$ cat config.mk
export PLATFORM = sky130hd
export DESIGN_NAME = m_seg7_scan
export DESIGN_NICKNAME = d
export VERILOG_FILES = /design/src/rtl/m_seg7_scan.sv
export SDC_FILE = /design/constraint.sdc
export NUM_CORES = 1
export LEC_CHECK = 0
export CORE_AREA = 2 2 54 106
export DETAILED_ROUTE_END_ITERATION = 10
export DIE_AREA = 0 0 56 108
export SLEW_MARGIN = 10
export SYNTH_ARGS = -nofsm -noshare
export SYNTH_HDL_FRONTEND = slang
export SYNTH_SLANG_ARGS = --single-unit
$ cat constraint.sdc
create_clock -name ck -period 2.9 [get_ports ck]
set_input_delay 0.58 -clock ck [delete_from_list [all_inputs] [get_ports ck]]
set_output_delay 0.58 -clock ck [all_outputs]
set_load 0.01 [all_outputs]
$ cat src/rtl/m_seg7_scan.sv
// m_seg7_scan: time-multiplexed driver for a common-anode seven-segment display.
// It captures a bundle of hex digits into a shadow register and scans them one
// digit at a time. Each digit slot starts with one dead cycle (all off) so that
// the previous digit does not ghost onto the next one.
//
// Build option: define SEG7_BLANK_EN to enable leading-zero blanking. In that
// build, digit i (i >= 1) stays dark for its whole slot while it and every
// higher digit are zero. Digit 0 is never blanked. Without the macro, every
// digit is displayed, so a zero digit shows as 0.
module m_seg7_scan #(
  parameter int unsigned DIGITS   = 4,
  parameter int unsigned SCAN_DIV = 1000
) (
  input  logic                ck,
  input  logic                res,
  input  logic                load,
  input  logic [4*DIGITS-1:0] d,
  input  logic [DIGITS-1:0]   dp_in,
  output logic [6:0]          seg,
  output logic                dp,
  output logic [DIGITS-1:0]   an
);

  // The index register keeps at least one bit so that DIGITS = 1 still elaborates.
  localparam int unsigned PreW = (SCAN_DIV > 1) ? $clog2(SCAN_DIV) : 1;
  localparam int unsigned IdxW = (DIGITS > 1) ? $clog2(DIGITS) : 1;
  localparam logic [PreW-1:0] PreLast = PreW'(SCAN_DIV - 1);
  localparam logic [IdxW-1:0] IdxLast = IdxW'(DIGITS - 1);

  // Dark pattern shared by reset, dead time and blanked slots.
  localparam logic [6:0] SegOff = 7'h7F;

  // Convert one hex digit to active-low segments, bit order gfedcba.
  function automatic logic [6:0] seg7_decode(input logic [3:0] v);
    logic [6:0] s;
    unique case (v)
      4'h0: s = 7'h40;
      4'h1: s = 7'h79;
      4'h2: s = 7'h24;
      4'h3: s = 7'h30;
      4'h4: s = 7'h19;
      4'h5: s = 7'h12;
      4'h6: s = 7'h02;
      4'h7: s = 7'h78;
      4'h8: s = 7'h00;
      4'h9: s = 7'h10;
      4'hA: s = 7'h08;
      4'hB: s = 7'h03;
      4'hC: s = 7'h46;
      4'hD: s = 7'h21;
      4'hE: s = 7'h06;
      default: s = 7'h0E;
    endcase
    return s;
  endfunction

  // Shadow register for the captured digits and decimal points.
  logic [4*DIGITS-1:0] shadow_q, shadow_d;
  logic [DIGITS-1:0]   shadow_dp_q, shadow_dp_d;

  // Scan state: position inside the current slot and the digit index.
  logic [PreW-1:0] pre_q, pre_d;
  logic [IdxW-1:0] idx_q, idx_d;

  // Registered outputs.
  logic [6:0]        seg_q, seg_d;
  logic              dp_q, dp_d;
  logic [DIGITS-1:0] an_q, an_d;

  // Values selected by the current index.
  logic [3:0]        cur_digit;
  logic              cur_dp;
  logic              cur_blank;
  logic [DIGITS-1:0] an_sel;
  logic [DIGITS-1:0] blank;

  // Capture new digits on load; otherwise keep the held value.
  always_comb begin
    shadow_d    = shadow_q;
    shadow_dp_d = shadow_dp_q;
    if (load) begin
      shadow_d    = d;
      shadow_dp_d = dp_in;
    end
  end

  // The prescaler wraps after SCAN_DIV cycles and moves the scan to the next digit.
  always_comb begin
    pre_d = pre_q;
    idx_d = idx_q;
    if (pre_q == PreLast) begin
      pre_d = '0;
      if (idx_q == IdxLast) begin
        idx_d = '0;
      end else begin
        idx_d = idx_q + 1'b1;
      end
    end else begin
      pre_d = pre_q + 1'b1;
    end
  end

  // Find leading zeros: a digit is blanked while it and every digit above it are zero.
  always_comb begin
    blank = '0;
`ifdef SEG7_BLANK_EN
    begin
      logic zero_run;
      zero_run = 1'b1;
      for (int i = DIGITS - 1; i >= 1; i--) begin
        zero_run = zero_run & (shadow_q[4*i +: 4] == 4'h0);
        blank[i] = zero_run;
      end
    end
`endif
  end

  // Select the digit, decimal point, blank flag and anode for the current index.
  always_comb begin
    cur_digit = 4'h0;
    cur_dp    = 1'b0;
    cur_blank = 1'b0;
    an_sel    = '1;
    for (int i = 0; i < DIGITS; i++) begin
      if (idx_q == IdxW'(i)) begin
        cur_digit = shadow_q[4*i +: 4];
        cur_dp    = shadow_dp_q[i];
        cur_blank = blank[i];
        an_sel[i] = 1'b0;
      end
    end
  end

  // Slot position 0 is the dead cycle. A blanked digit stays dark for its whole slot.
  always_comb begin
    seg_d = SegOff;
    dp_d  = 1'b1;
    an_d  = '1;
    if ((pre_q != '0) && !cur_blank) begin
      seg_d = seg7_decode(cur_digit);
      dp_d  = ~cur_dp;
      an_d  = an_sel;
    end
  end

  // State and output registers; reset takes priority over load.
  always_ff @(posedge ck) begin
    if (res) begin
      shadow_q    <= '0;
      shadow_dp_q <= '0;
      pre_q       <= '0;
      idx_q       <= '0;
      seg_q       <= SegOff;
      dp_q        <= 1'b1;
      an_q        <= '1;
    end else begin
      shadow_q    <= shadow_d;
      shadow_dp_q <= shadow_dp_d;
      pre_q       <= pre_d;
      idx_q       <= idx_d;
      seg_q       <= seg_d;
      dp_q        <= dp_d;
      an_q        <= an_d;
    end
  end

  assign seg = seg_q;
  assign dp  = dp_q;
  assign an  = an_q;

endmodule

==> flow_summary_export.csv, run 1 <==
group,metric,value,unit
synthesis,ys_seq_area_frac,0.435,
sta,max_slew_margin,0.703,
setup_path,r2r_start,"idx_q[0]$_SDFFE_PP0N_",
clock_tree,insertion_delay,0.30,ns
route,firstDrtPassIters,4,
power,p_int,987,µW
route,vias_per_cell,5.05,
setup_path,endpoint,"seg[5]$_SDFF_PP1_",
place,hpwl,3.33,mm
sta,finalSetupTns,0,ns
setup_path,crit_buf_inv,2,
final_layout,area_growth,23.8,%
sta,layout_min_cycle_time,2.30,ns
floorplan,die_area,6050,µm²
power,p_switching,301,µW
synthesis,syn_nets,251,
sta,clock.fmax,435,MHz
power,seq_power_share,0.507,
floorplan,std_cell_rows,37,
final_layout,final_common_cell,"dfxtp_1",
place,io_buffers,34,
setup_path,worstPathCellList,"inv_1 -> ha_1 -> a21oi_1 -> o21ai_0 -> a22oi_1 -> inv_1 -> ha_1 -> nor2b_1 -> a21oi_1 -> o221ai_1",
power,p_leak,0.00103,µW
sta,final-hold-violation-count,0,
clock_tree,cts_tree,"done",
final_layout,nets,285,
outcome,outcome,"completed",
final_layout,fin_area,2510,µm²
final_layout,final_cell_mix,"44 x dfxtp_1, 36 x nor2_1, 34 x clkdlybuf4s50_1, 25 x mux2i_1, 16 x nand2_1",
setup_path,critPathLaunch,"idx_q[0]$_SDFFE_PP0N_",
setup_path,rrSetupSlack,0.60,ns
floorplan,die_h,108,µm
route,ant_nets,0,
grt,antenna_found_initial,0,
synthesis,yosys_register_bits,44,
power,swShare,0.233,
synthesis,synthFlopType,"dfxtp_1",
route,vias,1559,
floorplan,coreArea,5180,µm²
synthesis,async_reset_ff_frac,0,
sta,fin_skew,0.00948,ns
place,place_congestion,0.804,
clock_tree,path_clk_slew,0.09,ns
setup_path,timing.rr.end,"seg[5]$_SDFF_PP1_",
power,vdd_drop_max,0.442,mV
final_layout,diodes,0,
route,drc,0,
sta,maxSlewViolCount,0,
setup_path,ff2ff_path_depth,10,
synthesis,synthCells,216,
synthesis,netlist-cell-type-count,40,
clock_tree,cts_buffers,5,
route,wl,4.29,mm
synthesis,syn-cell-area,2030,µm²
grt,overflow,0,
setup_path,critPathRequiredTime,3.08,ns
job,drv_cap,0,
sta,rsz0062_at_grt,"false",
setup_path,crit_cells,10,
synthesis,synth_edf_count,0,
clock_tree,htree_levels,2,
synthesis,postSynthAreaPerCell,9.38,µm²
place,placed_area,2400,µm²
place,place_ws,0.614,ns
sta,setup_viol,0,
grt,grt_max_degree,21,
power,clockPowerShare,0.360,
clock_tree,postCtsSetupBuffers,0,
clock_tree,clk_path_buf_depth,2,
clock_tree,cts_sinks,44,
setup_path,cp_max_fo,9,
grt,grt_pass1_wl,7.11,mm
power,pwr-share-comb,0.133,
floorplan,fp.dieW,56,µm
clock_tree,cts.repair.resized,0,
route,wl_per_cell,13.9,µm
clock_tree,cts_hold_buf,0,
setup_path,crit_family,"compound AO/OA/AOI/OAI gates",
sta,tightest_slew,0.444,ns
grt,grt_use_total,0.150,
setup_path,slowest_delay,0.40,ns
final_layout,drive_gt1_frac,0.0717,
setup_path,startpoint_type,"flip-flop",
floorplan,start_util,0.391,
power,finalPower,1290,µW
setup_path,path_class,"reg2reg",
setup_path,worstPathArrival,2.48,ns
min_path,min_path_type,"reg2reg",
min_path,worstHoldPathCells,1,
min_path,min_from,"pre_q[0]$_SDFF_PP0_",
clock_tree,root_buffer,"clkbuf_8",
power,pwr_density_cell,513,nW/µm²
grt,first_global_vias,1617,
final_layout,n_fill_cell,537,
sta,finalCritPeriodShare,0.794,
setup_path,critPathSlowestCell,"dfxtp_1",
setup_path,cp-end-kind,"flip-flop",
sta,layout_setup_ws,0.599,ns
floorplan,io_pins,35,
synthesis,ys_warn_count,0,
route,drt_iter0_markers,20,
-- how the worst min path moves through the flow --
| stage | end | slack [ns] |
|---|---|---|
| floorplan | pre_q[0]$_SDFF_PP0_ | 0.43 |
| global placement | pre_q[0]$_SDFF_PP0_ | 0.44 |
| detailed placement | pre_q[0]$_SDFF_PP0_ | 0.45 |
| CTS | pre_q[0]$_SDFF_PP0_ | 0.46 |
| global route | pre_q[0]$_SDFF_PP0_ | 0.50 |
| finish | pre_q[0]$_SDFF_PP0_ | 0.46 |
-- synthesized netlist by cell type, drive strengths merged (3+ instances only) --
cell    instances  area [µm²]
nand2          17        66.3
nand3           6        30.0
clkbuf          5        18.8
nand3b          4        30.0
buf             7        56.3
a21oi           8        43.8
xnor2           5        43.8
mux2i          25         250
nor2           37         141
ha             12         150
o221ai          4        35.0
nor2b           3        18.8
nand2b          4        25.0
inv            10        37.5
dfxtp          44         881
xor2            3        26.3
-- through the flow --
stage	cells	util	hold slack [ns]
final	309	0.484	0.458
after global routing	309	0.484	0.498
after CTS	309	0.484	0.464
after detailed placement	301	0.463	0.446
after global placement	301	0.463	0.441
after floorplan	216	-	0.426
-- worst reg2reg max path: cells and delay by family (launching register included) --
family / cells / cell delay [ns]
buf+inv: 2 / 0.26
simple gates: 1 / 0.15
flops: 1 / 0.40
compound gates: 5 / 0.81
fa+ha+maj: 2 / 0.56
-- registers in the layout, indices dropped and copies added (netlist names) --
| name | count |
|---|---|
| shadow_q | 16 |
| pre_q | 10 |
| seg | 7 |
| an | 4 |
| shadow_dp_q | 4 |
| idx_q | 2 |
| dp | 1 |
-- cell type report --
class | instances | area [µm²] | area share
clock buffers | 6 | 72.6 | 0.0289
well taps | 58 | 72.6 | 0.0289
clock inverters | 2 | 35.0 | 0.0140
repair buffers | 39 | 378 | 0.151
multi-input cells | 150 | 1030 | 0.411
flip-flops and latches | 44 | 881 | 0.351
inverters | 10 | 37.5 | 0.0150
-- power groups by stage --
stage / Clock, µW / Sequential [µW] / Combinational, µW
finish: 464 / 653 / 171
global route: 483 / 656 / 189
CTS: 470 / 653 / 173
detailed placement: 0 / 668 / 172
global placement: 0 / 667 / 171
floorplan: 0 / 669 / 89.8
-- metal layers --
metal / wire (µm) / vias to the layer above / track usage
li1: - / 795 / -
met1: 1570 / 731 / 0.133
met2: 2520 / 25 / 0.313
met3: 107 / 8 / 0.0275
met4: 92 / 0 / 0.0629
met5: 0 / - / 0
-- cell families after synthesis --
group	after synthesis	synth area share
AOI/OAI and AO/OA	22	0.0778
xor gates and xnor gates	8	0.0346
adders and majority gates	12	0.0741
buffers and inverters	22	0.0556
DFF	44	0.435
muxes	26	0.129
and+or+nand+nor	82	0.194
Power figures use the tool's default switching activity.
==> inputs of run 2 (changes only) <==
- clock period: 2.9 -> 2.35 ns (I/O delays scaled with it)
==> run 2 against run 1 <==
Via count up 0.51%. Register-to-register slack worse by 0.40 ns. Clock skew down 0.0041 ns. Power up 18%. Largest cell class unchanged. Sequential power up 23%. Critical path depth up 1. Utilization up 0.17 points. Die area unchanged. Critical path type unchanged.
==> flow_summary_export.csv, run 2 (synthesized netlist as in run 1, its figures left out) <==
group,metric,value,unit
clock_tree,htree_levels,2,
sta,tightest_slew,0.395,ns
power,finalPower,1530,µW
floorplan,die_h,108,µm
final_layout,nets,287,
floorplan,die_area,6050,µm²
sta,finalCritPeriodShare,0.914,
clock_tree,cts_buffers,5,
floorplan,start_util,0.391,
floorplan,std_cell_rows,37,
min_path,hold_end,"pre_q[0]$_SDFF_PP0_",
final_layout,fin_area,2520,µm²
clock_tree,insertion_delay,0.30,ns
power,p_leak,0.00103,µW
floorplan,fp.dieW,56,µm
final_layout,regMostFlops,"shadow_q",
place,placed_area,2420,µm²
final_layout,area_growth,24.3,%
route,drt_iter0_markers,29,
setup_path,cp_max_fo,6,
sta,maxSlewViolCount,0,
place,place_congestion,0.826,
grt,first_global_vias,1578,
setup_path,critPathSlowestCell,"dfxtp_1",
grt,grt_use_total,0.150,
place,place_ws,0.159,ns
route,firstDrtPassIters,4,
place,dp_cells,303,
min_path,min_path_type,"reg2reg",
clock_tree,clk_path_buf_depth,2,
sta,layout_setup_ws,0.203,ns
power,pwr_density_cell,606,nW/µm²
floorplan,coreArea,5180,µm²
sta,max_slew_margin,0.736,
outcome,outcome,"completed",
clock_tree,path_clk_slew,0.08,ns
route,drc,0,
setup_path,path_class,"reg2reg",
grt,grt_pass1_wl,7.01,mm
setup_path,timing.rr.end,"seg[3]$_SDFF_PP1_",
sta,layout_min_cycle_time,2.15,ns
min_path,worstHoldPathCells,1,
setup_path,crit_family,"adder cells",
setup_path,worstPathArrival,2.40,ns
sta,clock.fmax,466,MHz
final_layout,diodes,0,
final_layout,drive_gt1_frac,0.0873,
setup_path,slowest_delay,0.35,ns
setup_path,ff2ff_path_depth,11,
power,vdd_drop_max,0.402,mV
route,wl_per_cell,13.8,µm
sta,finalSetupTns,0,ns
sta,rsz0062_at_grt,"false",
setup_path,startpoint_type,"flip-flop",
place,io_buffers,34,
route,ant_nets,0,
final_layout,final_common_cell,"dfxtp_1",
route,vias,1567,
final_layout,layout.cells.non_filler,310,
final_layout,n_fill_cell,531,
min_path,min_from,"pre_q[0]$_SDFF_PP0_",
floorplan,io_pins,35,
place,hpwl,3.34,mm
clock_tree,cts_sinks,44,
sta,final-hold-violation-count,0,
grt,grt_max_degree,21,
grt,overflow,0,
final_layout,largest_reg_flops,16,
route,wl,4.28,mm
final_layout,seqCellArea,881,µm²
job,drv_cap,0,
setup_path,r2r_start,"idx_q[0]$_SDFFE_PP0N_",
final_layout,final_cell_mix,"44 x dfxtp_1, 36 x nor2_1, 34 x clkdlybuf4s50_1, 25 x mux2i_1, 16 x nand2_1",
setup_path,cp-end-kind,"flip-flop",
setup_path,critPathRequiredTime,2.60,ns
grt,antenna_found_initial,0,
clock_tree,root_buffer,"clkbuf_8",
final_layout,multi_input_area,1040,µm²
setup_path,worstPathCellList,"inv_1 -> ha_1 -> nand2_1 -> o21ai_0 -> a22oi_1 -> buf_4 -> ha_1 -> inv_1 -> mux2i_1 -> mux2_2 -> nand2_1",
setup_path,crit_buf_inv,3,
clock_tree,postCtsSetupBuffers,0,
route,vias_per_cell,5.05,
clock_tree,cts_tree,"done",
sta,fin_skew,0.00537,ns
setup_path,rrSetupSlack,0.20,ns
sta,setup_viol,0,
-- run 2: cell count changes in the layout (fill, tap and decap cells not counted), sizes merged --
| cell | delta |
|---|---|
| buf | +2 |
| bufinv | -1 |
| clkbuf | +1 |
| clkinv | -1 |
-- run 2: layout make-up --
class / count / area share
multi-input cells: 150 / 0.412
flip-flops and latches: 44 / 0.350
repair buffers: 41 / 0.156
clock buffers: 7 / 0.0383
well taps: 58 / 0.0288
inverters: 10 / 0.0149
-- run 2: routing by layer --
layer	share of wire	GRT usage	up-vias
li1	-	-	798
met1	0.35	0.124	729
met2	0.58	0.313	29
met3	0.031	0.0275	11
met4	0.032	0.0799	0
met5	0	0	-
-- run 2: worst reg2reg max path: stages, from the launching register on --
cell     delay [ns]
dfxtp_1        0.35
inv_1          0.10
ha_1           0.28
nand2_1        0.09
o21ai_0        0.24
a22oi_1        0.12
buf_4          0.17
ha_1           0.31
inv_1          0.07
mux2i_1        0.06
mux2_2         0.27
nand2_1        0.06
-- run 2: power by group --
part / internal, µW / total [µW] / switching, µW
clock network: 262 / 507 / 245
logic: 119 / 213 / 94.1
registers: 785 / 805 / 19.6
-- run 2: repair_timing --
| action | 4_1_cts | 5_1_grt |
|---|---|---|
| hold buffers | 0 | 0 |
| endpoints found under the setup margin | 0 | 3 |
| gates resized for setup | 0 | 2 |
-- run 2: stage by stage --
stage          utilization  hold WS [ns]
4_1_cts              0.485         0.476
2_1_floorplan            -         0.426
3_5_place_dp         0.466         0.457
5_1_grt              0.486         0.485
6_report             0.486         0.477
3_3_place_gp         0.466         0.448
-- run 2: worst max path at each step --
| stage | cells past startpoint | to | startpoint | slack [ns] |
|---|---|---|---|---|
| finish | 11 | seg[3]$_SDFF_PP1_ | idx_q[0]$_SDFFE_PP0N_ | 0.20 |
| global route | 10 | seg[6]$_SDFF_PP1_ | idx_q[0]$_SDFFE_PP0N_ | 0.04 |
| CTS | 10 | seg[5]$_SDFF_PP1_ | idx_q[0]$_SDFFE_PP0N_ | 0.15 |
| detailed placement | 10 | seg[6]$_SDFF_PP1_ | idx_q[0]$_SDFFE_PP0N_ | 0.16 |
| global placement | 10 | seg[6]$_SDFF_PP1_ | idx_q[0]$_SDFFE_PP0N_ | 0.19 |
| floorplan | 11 | seg[3]$_SDFF_PP1_ | idx_q[1]$_SDFFE_PP0N_ | 0.21 |
